===== src/rtl/crossbar_rr.sv =====
// PORTS x PORTS router crossbar with one round-robin arbiter per output.
// A granted input keeps its output (wormhole lock) for as long as it keeps requesting it.
module crossbar_rr #(
  parameter int PORTS = 4,
  parameter int WIDTH = 8
) (
  input  logic                               clk,
  input  logic                               rst,
  input  logic [PORTS*WIDTH-1:0]             data_i,
  input  logic [PORTS-1:0]                   bp_i,
  input  logic [PORTS*$clog2(PORTS)-1:0]     dest,
  input  logic [PORTS-1:0]                   dest_en,
  output logic [PORTS*WIDTH-1:0]             data_o,
  output logic [PORTS-1:0]                   data_o_en,
  output logic [PORTS-1:0]                   bp_o,
  output logic [PORTS-1:0]                   ack
);

  localparam int IW = $clog2(PORTS);

  logic [PORTS-1:0] lock_v_q, lock_v_d;
  logic [IW-1:0]    lock_idx_q [PORTS];
  logic [IW-1:0]    lock_idx_d [PORTS];
  logic [IW-1:0]    ptr_q      [PORTS];
  logic [IW-1:0]    ptr_d      [PORTS];

  logic [PORTS-1:0] req [PORTS];  // req[input][output]
  logic [PORTS-1:0] win_v;
  logic [IW-1:0]    win_idx [PORTS];

  // Out-of-range dest codes never match a valid output, so they request nothing.
  always_comb begin
    for (int i = 0; i < PORTS; i++) begin
      req[i] = '0;
      for (int o = 0; o < PORTS; o++) begin
        if (dest_en[i] && (int'(dest[i*IW +: IW]) == o)) req[i][o] = 1'b1;
      end
    end
  end

  always_comb begin
    int idx;
    idx = 0;
    for (int o = 0; o < PORTS; o++) begin
      win_v[o]   = 1'b0;
      win_idx[o] = '0;
      if (lock_v_q[o] && req[lock_idx_q[o]][o]) begin
        win_v[o]   = 1'b1;
        win_idx[o] = lock_idx_q[o];
      end else begin
        for (int k = 0; k < PORTS; k++) begin
          idx = int'(ptr_q[o]) + k;
          if (idx >= PORTS) idx = idx - PORTS;
          if (!win_v[o] && req[idx][o]) begin
            win_v[o]   = 1'b1;
            win_idx[o] = IW'(idx);
          end
        end
      end
    end
  end

  // The pointer only moves on a fresh grant, so a held lock does not advance it.
  always_comb begin
    int nx;
    nx = 0;
    for (int o = 0; o < PORTS; o++) begin
      lock_v_d[o]   = win_v[o];
      lock_idx_d[o] = win_v[o] ? win_idx[o] : lock_idx_q[o];
      ptr_d[o]      = ptr_q[o];
      if (win_v[o] && !(lock_v_q[o] && (lock_idx_q[o] == win_idx[o]))) begin
        nx = int'(win_idx[o]) + 1;
        if (nx >= PORTS) nx = 0;
        ptr_d[o] = IW'(nx);
      end
    end
  end

  always_ff @(posedge clk or negedge rst) begin
    if (!rst) begin
      lock_v_q <= '0;
      for (int o = 0; o < PORTS; o++) begin
        lock_idx_q[o] <= '0;
        ptr_q[o]      <= '0;
      end
    end else begin
      lock_v_q <= lock_v_d;
      for (int o = 0; o < PORTS; o++) begin
        lock_idx_q[o] <= lock_idx_d[o];
        ptr_q[o]      <= ptr_d[o];
      end
    end
  end

  // Outputs are held at zero for as long as reset is asserted.
  always_comb begin
    data_o    = '0;
    data_o_en = '0;
    bp_o      = '0;
    ack       = '0;
    if (rst) begin
      for (int o = 0; o < PORTS; o++) begin
        if (win_v[o]) begin
          data_o[o*WIDTH +: WIDTH] = data_i[int'(win_idx[o])*WIDTH +: WIDTH];
          data_o_en[o]             = 1'b1;
          ack[win_idx[o]]          = 1'b1;
          bp_o[win_idx[o]]         = bp_i[o];
        end
      end
    end
  end

endmodule


===== config.mk =====
export PLATFORM = sky130hd
export DESIGN_NAME = crossbar_rr
export DESIGN_NICKNAME = d
export VERILOG_FILES = /design/src/rtl/crossbar_rr.sv
export SDC_FILE = /design/constraint.sdc
export NUM_CORES = 1
export LEC_CHECK = 0
export ABC_CLOCK_PERIOD_IN_PS = 6800
export CORE_UTILIZATION = 53
export DETAILED_ROUTE_END_ITERATION = 8
export GPL_ROUTABILITY_DRIVEN = 0
export GPL_TIMING_DRIVEN = 0
export PLACE_DENSITY_LB_ADDON = 0.08
export SKIP_LAST_GASP = 1
export SLEW_MARGIN = 20
export SYNTH_ARGS = -nofsm -noshare
export SYNTH_HDL_FRONTEND = slang
export SYNTH_SLANG_ARGS = --single-unit

===== constraint.sdc =====
create_clock -name clk -period 6.8 [get_ports clk]
set_input_delay 1.36 -clock clk [delete_from_list [all_inputs] [get_ports clk]]
set_output_delay 1.36 -clock clk [all_outputs]
set_load 0.01 [all_outputs]

=== Word level (Yosys, flattened, before mapping) ===
Index checks and enable logic that the tools add are counted.
W data, S select, Z words.

* Register bits after elaboration: 20
* Logic and storage cells: 398
* Output and inout bits: 44
* Input bits: 50

* Equality and inequality tests: 16
* Order comparisons: 48
* Bitwise logic cells: 24
* Add/subtract/negate cells: 32
* Reductions and logical operators: 64
* Shift operators: 4
* Multiplexer cells: 201

{| class="wikitable"
|+ Operator list
! operator !! count
|-
| $mux W32 || 33
|-
| $ge A32 B3 Y1 const B || 16
|-
| $not A32 Y32 || 16
|-
| $bmux W4 S2 || 20
|-
| $shiftx A32 B6 Y8 || 4
|-
| $mux W4 || 27
|-
| $mux W2 || 34
|-
| $mux W1 || 66
|-
| $ge A3 B3 Y1 const B || 20
|-
| $sub A3 B3 Y4 const B || 12
|-
| $logic_and A1 B1 Y1 || 44
|-
| $mux W8 || 4
|-
| $mux W3 || 10
|-
| $add A2 B1 Y3 const B || 8
|-
| $add A2 B2 Y3 const B || 8
|-
| $eq A2 B2 Y1 const B || 8
|-
| $logic_not A1 Y1 || 16
|-
| $sub A2 B3 Y4 const B || 4
|-
| $bwmux W4 || 3
|-
| $ge A2 B3 Y1 const B || 4
|-
| $lt A2 B3 Y1 const B || 4
|-
| $not A2 Y3 || 4
|-
| $or A4 B4 Y4 || 3
|-
| $demux W1 S2 || 4
|-
| 5 further kinds || 17
|}

=== Depth between registers and ports, before layout ===
Gate-level depths: netlist of the first run.

* Depth in word-level cells: 42
* Gate-level depth with buffers: 13
* Gate-level depth less buffers: 11

=== Worst setup path after synthesis of the first run ===
No wires, ideal clock.

* Kind: input to output
* Start: input dest[0]
* End: output bp_o[3]
* Arrival time: 3.671 ns
* Path slack: 1.769 ns
* Path buffers: 3
* Stages: 12
* Data required time: 5.440 ns
* Cell sequence: buf_2 or4bb_1 a211oi_1 a311oi_1 a32oi_1 buf_4 buf_4 inv_1 ha_1 nand2_1 a41oi_1 a311oi_1

{| class="wikitable"
|+ RTL lines
! element !! RTL line !! text
|-
| start, declared || 11 || <nowiki>input logic [PORTS*$clog2(PORTS)-1:0] dest,</nowiki>
|-
| end, declared || 15 || <nowiki>output logic [PORTS-1:0] bp_o,</nowiki>
|}

=== Worst setup path in the final report of the first run ===
* Start: input dest_en[1]
* End: output bp_o[3]

* Cells in the longest elaborated chain, start to end: 35
* Elaborated cells on any way between the ends: 180
* Classes of those cells: order compare (8); mux (135); bitwise (1); reduce/logical (36)

{| class="wikitable"
|+ RTL lines
! element !! RTL line !! text
|-
| start, declared || 12 || <nowiki>input logic [PORTS-1:0] dest_en,</nowiki>
|-
| $logic_and A1 B1 Y1 || 36 || <nowiki>if (dest_en[i] && (int'(dest[i*IW +: IW]) == o)) req[i][o] = 1'b1;</nowiki>
|-
| $mux W1 || 36 ||
|-
| $bmux W4 S2 || 54 || <nowiki>if (!win_v[o] && req[idx][o]) begin</nowiki>
|-
| $mux W1 (not written as such) (2 in a row) || 54 ||
|-
| $mux W1 || 54 ||
|-
| $mux W1 || 47 || <nowiki>if (lock_v_q[o] && req[lock_idx_q[o]][o]) begin</nowiki>
|-
| $logic_not A1 Y1 || 54 ||
|-
| $logic_and A1 B1 Y1 || 54 ||
|-
| (+18 left out) || n/a ||
|-
| $mux W4 || 103 || <nowiki>if (win_v[o]) begin</nowiki>
|-
| $mux W4 || 101 || <nowiki>if (rst) begin</nowiki>
|-
| $bwmux W4 || 107 || <nowiki>bp_o[win_idx[o]] = bp_i[o];</nowiki>
|-
| $mux W4 || 103 ||
|-
| $mux W4 || 101 ||
|-
| $bwmux W4 || 107 ||
|-
| $mux W4 * || 103 ||
|-
| $mux W4 * || 101 ||
|}

Mark *: on every way between the ends. The rest lies on a longest branch, timed or not. The select of a mux whose other input is x is not followed.

==> summary.md, run 1 <==
| Metric | Value |
|---|---|
| Status | `finished, violations left` |
| Violated checks | `DRC` |
| Post-synth top area cell | `mux2i_1` |
| # diodes | `0` |
| Worst path top cell family by delay | `buffers and inverters` |
| CTS tree | `yes` |
| Synth cell types | `60` |
| Final ANT Viol Nets | `0` |
| Reg2Reg Setup Slack | `3.70 ns` |
| Pleak | `1.96 nW` |
| Tcrit/Tclk final | `97.3%` |
| Wirelength, routed | `10,800 um` |
| Core area | `5890 sq um` |
| Cell Rows | `28` |
| Slew @ Worst Pin | `0.971 ns` |
| Cell with the most instances after synthesis | `mux2i_1` |
| Crit Path Class | `in -> out` |
| Headroom to the max-slew limit | `35.1%` |
| Root buf cell | `clkbuf_8` |
| # nets final | `555` |
| Crit path max fanout | `10` |
| Hold WS | `0.550 ns` |
| Critical path launch point type | `input port` |
| Overflow after GRT | `0` |
| Die area | `6400 sq um` |
| Highest Clock Rate | `151 MHz` |
| Synth top area cells | `mux2i_1 23%, dfrtp_1 16%, o22ai_1 6.4%` |
| CP max stage cell | `clkdlybuf4s50_1` |
| Critical Path RT | `5.44 ns` |
| Gate Count Post-Synth | `394` |
| Pwr Density | `206 nW/um^2` |
| HP Class | `reg -> reg` |
| Clk sinks | `20` |
| Share of layout cells above drive strength 1 | `6.12%` |
| H-tree depth | `1` |
| Final Hold Vio Count | `0` |
| Num CTS Buffers | `3` |
| Critical path endpoint category | `output pin` |
| Postcts setup bufs | `0` |
| Synth top cells by count | `75 x mux2i_1, 33 x o22ai_1, 28 x nand2_1, 20 x dfrtp_1, 18 x inv_1` |
| DIE WIDTH | `80.0 um` |
| Layout area overhead | `33.1%` |
| # resized after CTS | `0` |
| Worst vdd ir | `0.132 mV` |
| Vias in the first global route | `3,736` |
| Final setup TNS | `0 ns` |
| Max-cap violations | `0` |
| Mapped cell area | `3220 sq um` |
| Yosys warns | `0` |
| Initial Util | `54.8%` |
| Share of the synthesized area in the top cell type | `23.3%` |
| Clock slew at reported path FFs | `0.07 ns` |
| Die Y | `80.0 um` |
| DRC Markers | `1` |
| Max Clock Skew | `0.000858 ns` |
| Initial antenna violation count | `0` |
| Clk buf depth | `2` |
| Clock Latency Late Sink | `0.26 ns` |
| WP buf/inv | `4` |
| #FFs+latches synth | `20` |
| Avg Vias per Cell | `6.67` |
| Drt first pass iters | `9` |
| Drt wl/cell | `19.2 um` |
| Crit path DAT | `5.26 ns` |
| # IOs | `94` |
| Count of flip-flops with a built-in enable after synthesis | `0` |
| Dpl hpwl | `8010 um` |
| Initial DRC count | `275` |
| Largest net degree at the start of global routing | `22` |
| Post-layout min period | `6.62 ns` |
| Worst stage delay on the critical path | `0.68 ns` |
| Final setup fails | `0` |
| Sequential element share of the synthesized area | `15.5%` |
| Global-route wire length before repair | `17,000 um` |
| Tot GR Track Use | `33.5%` |
| Syn nets | `457` |
| Post-synthesis async set-or-reset flop share | `100%` |
| Via Count | `3,769` |
| Synth Flop Type | `dfrtp_1` |
| Post-CTS Hold Fix Bufs | `0` |
| Syn Area/Cell | `8.18 sq um` |
| Worst path cell trace | `clkdlybuf4s50_1, nor3b_1, mux2i_1, o21ai_0, mux2i_1, buf_2, inv_1, ha_1, a41oi_1, a311oi_1, clkdlybuf4s50_1` |
| Buffers on Ports | `93` |
| Max Slew Vio Count | `0` |
| Unrepaired setup endpoints after global routing | `false` |
[state kept, by name (all words and copies together) (netlist names)]
register	cells
ptr_q	8
lock_v_q	4
lock_idx_q	8
[layout by cell type, fill, tap and decap left out, types with 4 or more instances in the layout]
| master | count |
|---|---|
| nand3_1 | 15 |
| a21oi_1 | 10 |
| a21boi_0 | 5 |
| dfrtp_1 | 20 |
| ha_1 | 13 |
| o22ai_1 | 33 |
| o21a_1 | 4 |
| a22oi_1 | 5 |
| nand2_1 | 28 |
| and2_1 | 4 |
| nor2_1 | 15 |
| nand3b_1 | 10 |
| inv_1 | 18 |
| mux2i_1 | 75 |
| and3b_1 | 4 |
| clkbuf_1 | 7 |
| a211oi_1 | 5 |
| nor3_1 | 4 |
| o211ai_1 | 6 |
| o21ai_0 | 13 |
| buf_2 | 10 |
| nor3b_1 | 4 |
| nand4b_1 | 5 |
| a31oi_1 | 7 |
| clkdlybuf4s50_1 | 93 |
| mux2_2 | 5 |
| nand4_1 | 7 |
[final timing paths]
check / endpoint / start / cells after the start
max reg2reg: ptr_q[7] / lock_idx_q[6] / 8
min reg2reg: ptr_q[0] / ptr_q[0] / 2
max in group asynchronous: lock_idx_q[7] / rst / 1
max: bp_o[3] / dest_en[1] / 11
min in group asynchronous: ptr_q[3] / rst / 1
min: ptr_q[0] / ptr_q[0] / 2
[cell type report]
class                           instances  area [sq um]
Multi-Input combinational cell        333          2550
Fill cell                             487          1600
Timing Repair Buffer                   93           931
Sequential cell                        20           500
Buffer                                 23           110
Tap cell                               75          93.8
Inverter                               18          67.6
Clock buffer                            3          41.3
[where the power goes]
part	internal (mW)	total [mW]	switching [mW]
clock network	0.0395	0.0785	0.0390
registers	0.160	0.210	0.0501
logic	0.279	0.598	0.319
total	0.478	0.886	0.408
[kinds of logic (layout without fill, tap and decap cells)]
family                     Yosys count  in the layout  synth area share [%]
and+or+nand+nor                    125            125                  23.4
AOI/OAI and AO/OA                  114            114                  24.8
muxes                               81             81                  25.7
buffers and inverters               41            137                  5.51
DFF                                 20             20                  15.5
adders and majority gates           13             13                  5.04
[per-layer routing]
metal | up-vias | share of wire, % | wire (um) | global-route usage [%]
li1 | 1738 | - | - | -
met1 | 1807 | 43 | 4610 | 39.6
met2 | 192 | 47 | 5120 | 57.3
met3 | 32 | 7.5 | 808 | 6.40
met4 | 0 | 2.7 | 287 | 17.0
met5 | - | 0 | 0 | 0
[worst reg2reg max path, cell delays in order, from the launching register on]
cell	delay (ns)
dfrtp_1	0.44
nor4b_1	0.45
o211ai_1	0.22
o21ai_0	0.21
mux2i_1	0.64
buf_2	0.40
inv_1	0.08
ha_1	0.28
mux2_2	0.26
[metrics by stage]
step	worst slack, ns	util (%)	total power, mW	area (sq um)	cells
floorplan	1.77	-	0.569	3220	394
global placement	0.342	72.2	0.778	4250	562
detailed placement	0.291	72.2	0.791	4250	562
CTS	0.227	72.9	0.876	4290	565
global route	0.0212	72.9	0.940	4290	565
finish	0.184	72.9	0.886	4290	565
(Power assumes the default switching activity.)
==> run 2, diff against run 1 <==
- ABC_CLOCK_PERIOD_IN_PS: 6800 -> unset
==> results of run 2 <==
The final DEF is identical to that of run 1; final timing and power are the same.
==> run 3, diff against run 2 <==
- CAP_MARGIN: unset -> 20
- CTS_CLUSTER_SIZE: unset -> 10
- RECOVER_POWER: unset -> 25
==> run 3 against run 2 <==
Compared with the run above: the run still ends with DRC left; first-iteration DRC count increased by 12%; flip-flop and latch count is the same; via count is essentially flat; global-route usage is the same; count of clock-buffer cells in the layout unchanged; setup slack worse by 0.0021 ns; routed wire length rose by 0.45%; utilization stayed put; sequential power is essentially flat; die area unchanged; register-to-register slack is essentially flat; fmax hardly changed.
==> summary.md, run 3 (synthesized netlist as in run 1, its figures left out) <==
| Metric | Value |
|---|---|
| Critical path endpoint category | `output pin` |
| Slew @ Worst Pin | `0.976 ns (+0.00475 ns)` |
| Placed cell areas | `4250 sq um (unchanged)` |
| # resized after CTS | `0 (unchanged)` |
| Root buf cell | `clkbuf_8` |
| Final instance area | `4290 sq um (unchanged)` |
| Worst stage delay on the critical path | `0.69 ns (about the same)` |
| Final ANT Viol Nets | `0 (unchanged)` |
| Headroom to the max-slew limit | `34.7% (-0.33 points)` |
| Initial DRC count | `307 (+12%)` |
| Status | `finished, violations left` |
| Clk buf depth | `2 (unchanged)` |
| Die area | `6400 sq um (unchanged)` |
| Global-route wire length before repair | `17,000 um (unchanged)` |
| Worst path cell trace | `clkdlybuf4s50_1, nor3b_1, mux2i_1, o21ai_0, mux2i_1, buf_2, inv_1, ha_1, a41oi_1, a311oi_1, clkdlybuf4s50_1` |
| Highest Clock Rate | `151 MHz (about the same)` |
| WHS Path Cells | `2 (unchanged)` |
| Postcts setup bufs | `0 (unchanged)` |
| HP Class | `reg -> reg` |
| Setup slack after placement | `0.291 ns (unchanged)` |
| # diodes | `0 (unchanged)` |
| Drt first pass iters | `7 (-2)` |
| Initial Util | `54.8% (unchanged)` |
| Wirelength, routed | `10,900 um (+0.45%)` |
| Worst R2R End | `ptr_q[7]` |
| Critical Path RT | `5.44 ns (about the same)` |
| Post-CTS Hold Fix Bufs | `0 (unchanged)` |
| H-tree depth | `1 (unchanged)` |
| Fillers | `487 (unchanged)` |
| Tot GR Track Use | `33.5% (unchanged)` |
| Worst hold endpoint | `ptr_q[0]` |
| Dpl hpwl | `8010 um (unchanged)` |
| Drt wl/cell | `19.2 um (+0.45%)` |
| Initial antenna violation count | `0 (unchanged)` |
| Vias in the first global route | `3,736 (unchanged)` |
| Reg2Reg Setup Slack | `3.71 ns (about the same)` |
| Share of layout cells above drive strength 1 | `6.12% (unchanged)` |
| Largest net degree at the start of global routing | `22 (unchanged)` |
| Avg Vias per Cell | `6.68 (about the same)` |
| # IOs | `94 (unchanged)` |
| Tcrit/Tclk final | `97.3% (about the same)` |
| CP max stage cell | `clkdlybuf4s50_1` |
| Core area | `5890 sq um (unchanged)` |
| DIE WIDTH | `80.0 um (unchanged)` |
| Final non-filler cell total | `565 (unchanged)` |
| Setup ws final | `0.182 ns (-0.00215 ns)` |
| Cell Rows | `28 (unchanged)` |
| Worst Hold Launch | `ptr_q[0]` |
| Crit path DAT | `5.26 ns (about the same)` |
| Max Clock Skew | `0.000856 ns (-0.00000194 ns)` |
| Clk sinks | `20 (unchanged)` |
| Most common cell after layout, fill and taps aside | `clkdlybuf4s50_1` |
| Final Hold Vio Count | `0 (unchanged)` |
| Worst vdd ir | `0.132 mV (-0.12%)` |
| Layout area overhead | `33.1% (unchanged)` |
| Power Total | `886 uW (about the same)` |
| Via Count | `3,772 (+0.080%)` |
| Max-cap violations | `0 (unchanged)` |
| Crit path max fanout | `10 (unchanged)` |
| Buffers on Ports | `93 (unchanged)` |
| Crit Path Class | `in -> out` |
| Dpl cells | `562 (unchanged)` |
| Final setup TNS | `0 ns (unchanged)` |
| Pwr Density | `206 nW/um^2 (about the same)` |
| Post-layout min period | `6.62 ns (+0.00215 ns)` |
| Biggest regs | `lock_idx_q: 8 flops, ptr_q: 8 flops, lock_v_q: 4 flops` |
| Overflow after GRT | `0 (unchanged)` |
| Final setup fails | `0 (unchanged)` |
| # nets final | `555 (unchanged)` |
| Pleak | `1.96 nW (about the same)` |
| Commonest cells after routing, fill and taps aside | `92 x clkdlybuf4s50_1, 75 x mux2i_1, 33 x o22ai_1` |
| Reg2Reg Depth | `8 (unchanged)` |
| Num CTS Buffers | `3 (unchanged)` |
| Clock slew at reported path FFs | `0.07 ns (about the same)` |
| Unrepaired setup endpoints after global routing | `false` |
| DRC Markers | `1 (unchanged)` |
| Critical path launch point type | `input port` |
| Violated checks | `DRC` |
| Max Slew Vio Count | `0 (unchanged)` |
| Clock Latency Late Sink | `0.26 ns (about the same)` |
| Die Y | `80.0 um (unchanged)` |
| Reg-to-reg critical path startpoint | `lock_idx_q[6]` |
| CTS tree | `yes` |
[run 3: cell count changes in the layout (fill, tap and decap cells not counted)]
| cell | delta |
|---|---|
| clkdlybuf4s50_1 | -1 |
| clkbuf_1 | +1 |
| buf_1 | -1 |
| dlygate4sd3_1 | +1 |
[run 3: critical path, delay by kind of cell]
family          cells  cell delay (ns)
compound gates      3             0.68
fa+ha+maj           1             0.21
buf+inv             4             1.68
mux                 2             0.81
simple gates        1             0.51
[run 3: per-layer routing]
layer | up-vias | wire length, um | track usage (%)
met5 | - | 0 | 0
met4 | 0 | 252 | 17.0
li1 | 1735 | - | -
met2 | 219 | 5150 | 57.3
met1 | 1792 | 4550 | 39.6
met3 | 26 | 917 | 6.40
[run 3: how the worst max path moves through the flow]
stage / from / slack [ns] / end
5_1_grt: dest_en[1] / 0.02 / bp_o[3]
6_report: dest_en[1] / 0.18 / bp_o[3]
3_5_place_dp: dest_en[1] / 0.29 / bp_o[3]
4_1_cts: dest_en[1] / 0.23 / bp_o[3]
2_1_floorplan: dest[0] / 1.77 / bp_o[3]
3_3_place_gp: dest_en[1] / 0.34 / bp_o[3]
[run 3: through the flow]
stage	hold WS [ns]	util, %
floorplan	0.486	-
global placement	0.526	72.2
detailed placement	0.538	72.2
CTS	0.554	72.9
global route	0.596	72.9
finish	0.552	72.9
[run 3: power breakdown]
part           leakage, nW  internal (mW)  switching (mW)
clock network       0.0216         0.0395          0.0387
registers            0.239          0.160          0.0497
logic                 1.70          0.279           0.319
total                 1.96          0.478           0.408
[run 3: final cells by class]
type | instances | area [sq um] | area share, %
multi-input combinational | 333 | 2550 | 59.3
timing repair buffer | 93 | 931 | 21.7
sequential | 20 | 500 | 11.7
buffer | 23 | 110 | 2.57
tap | 75 | 93.8 | 2.19
inverter | 18 | 67.6 | 1.57
clock buffer | 3 | 41.3 | 0.962
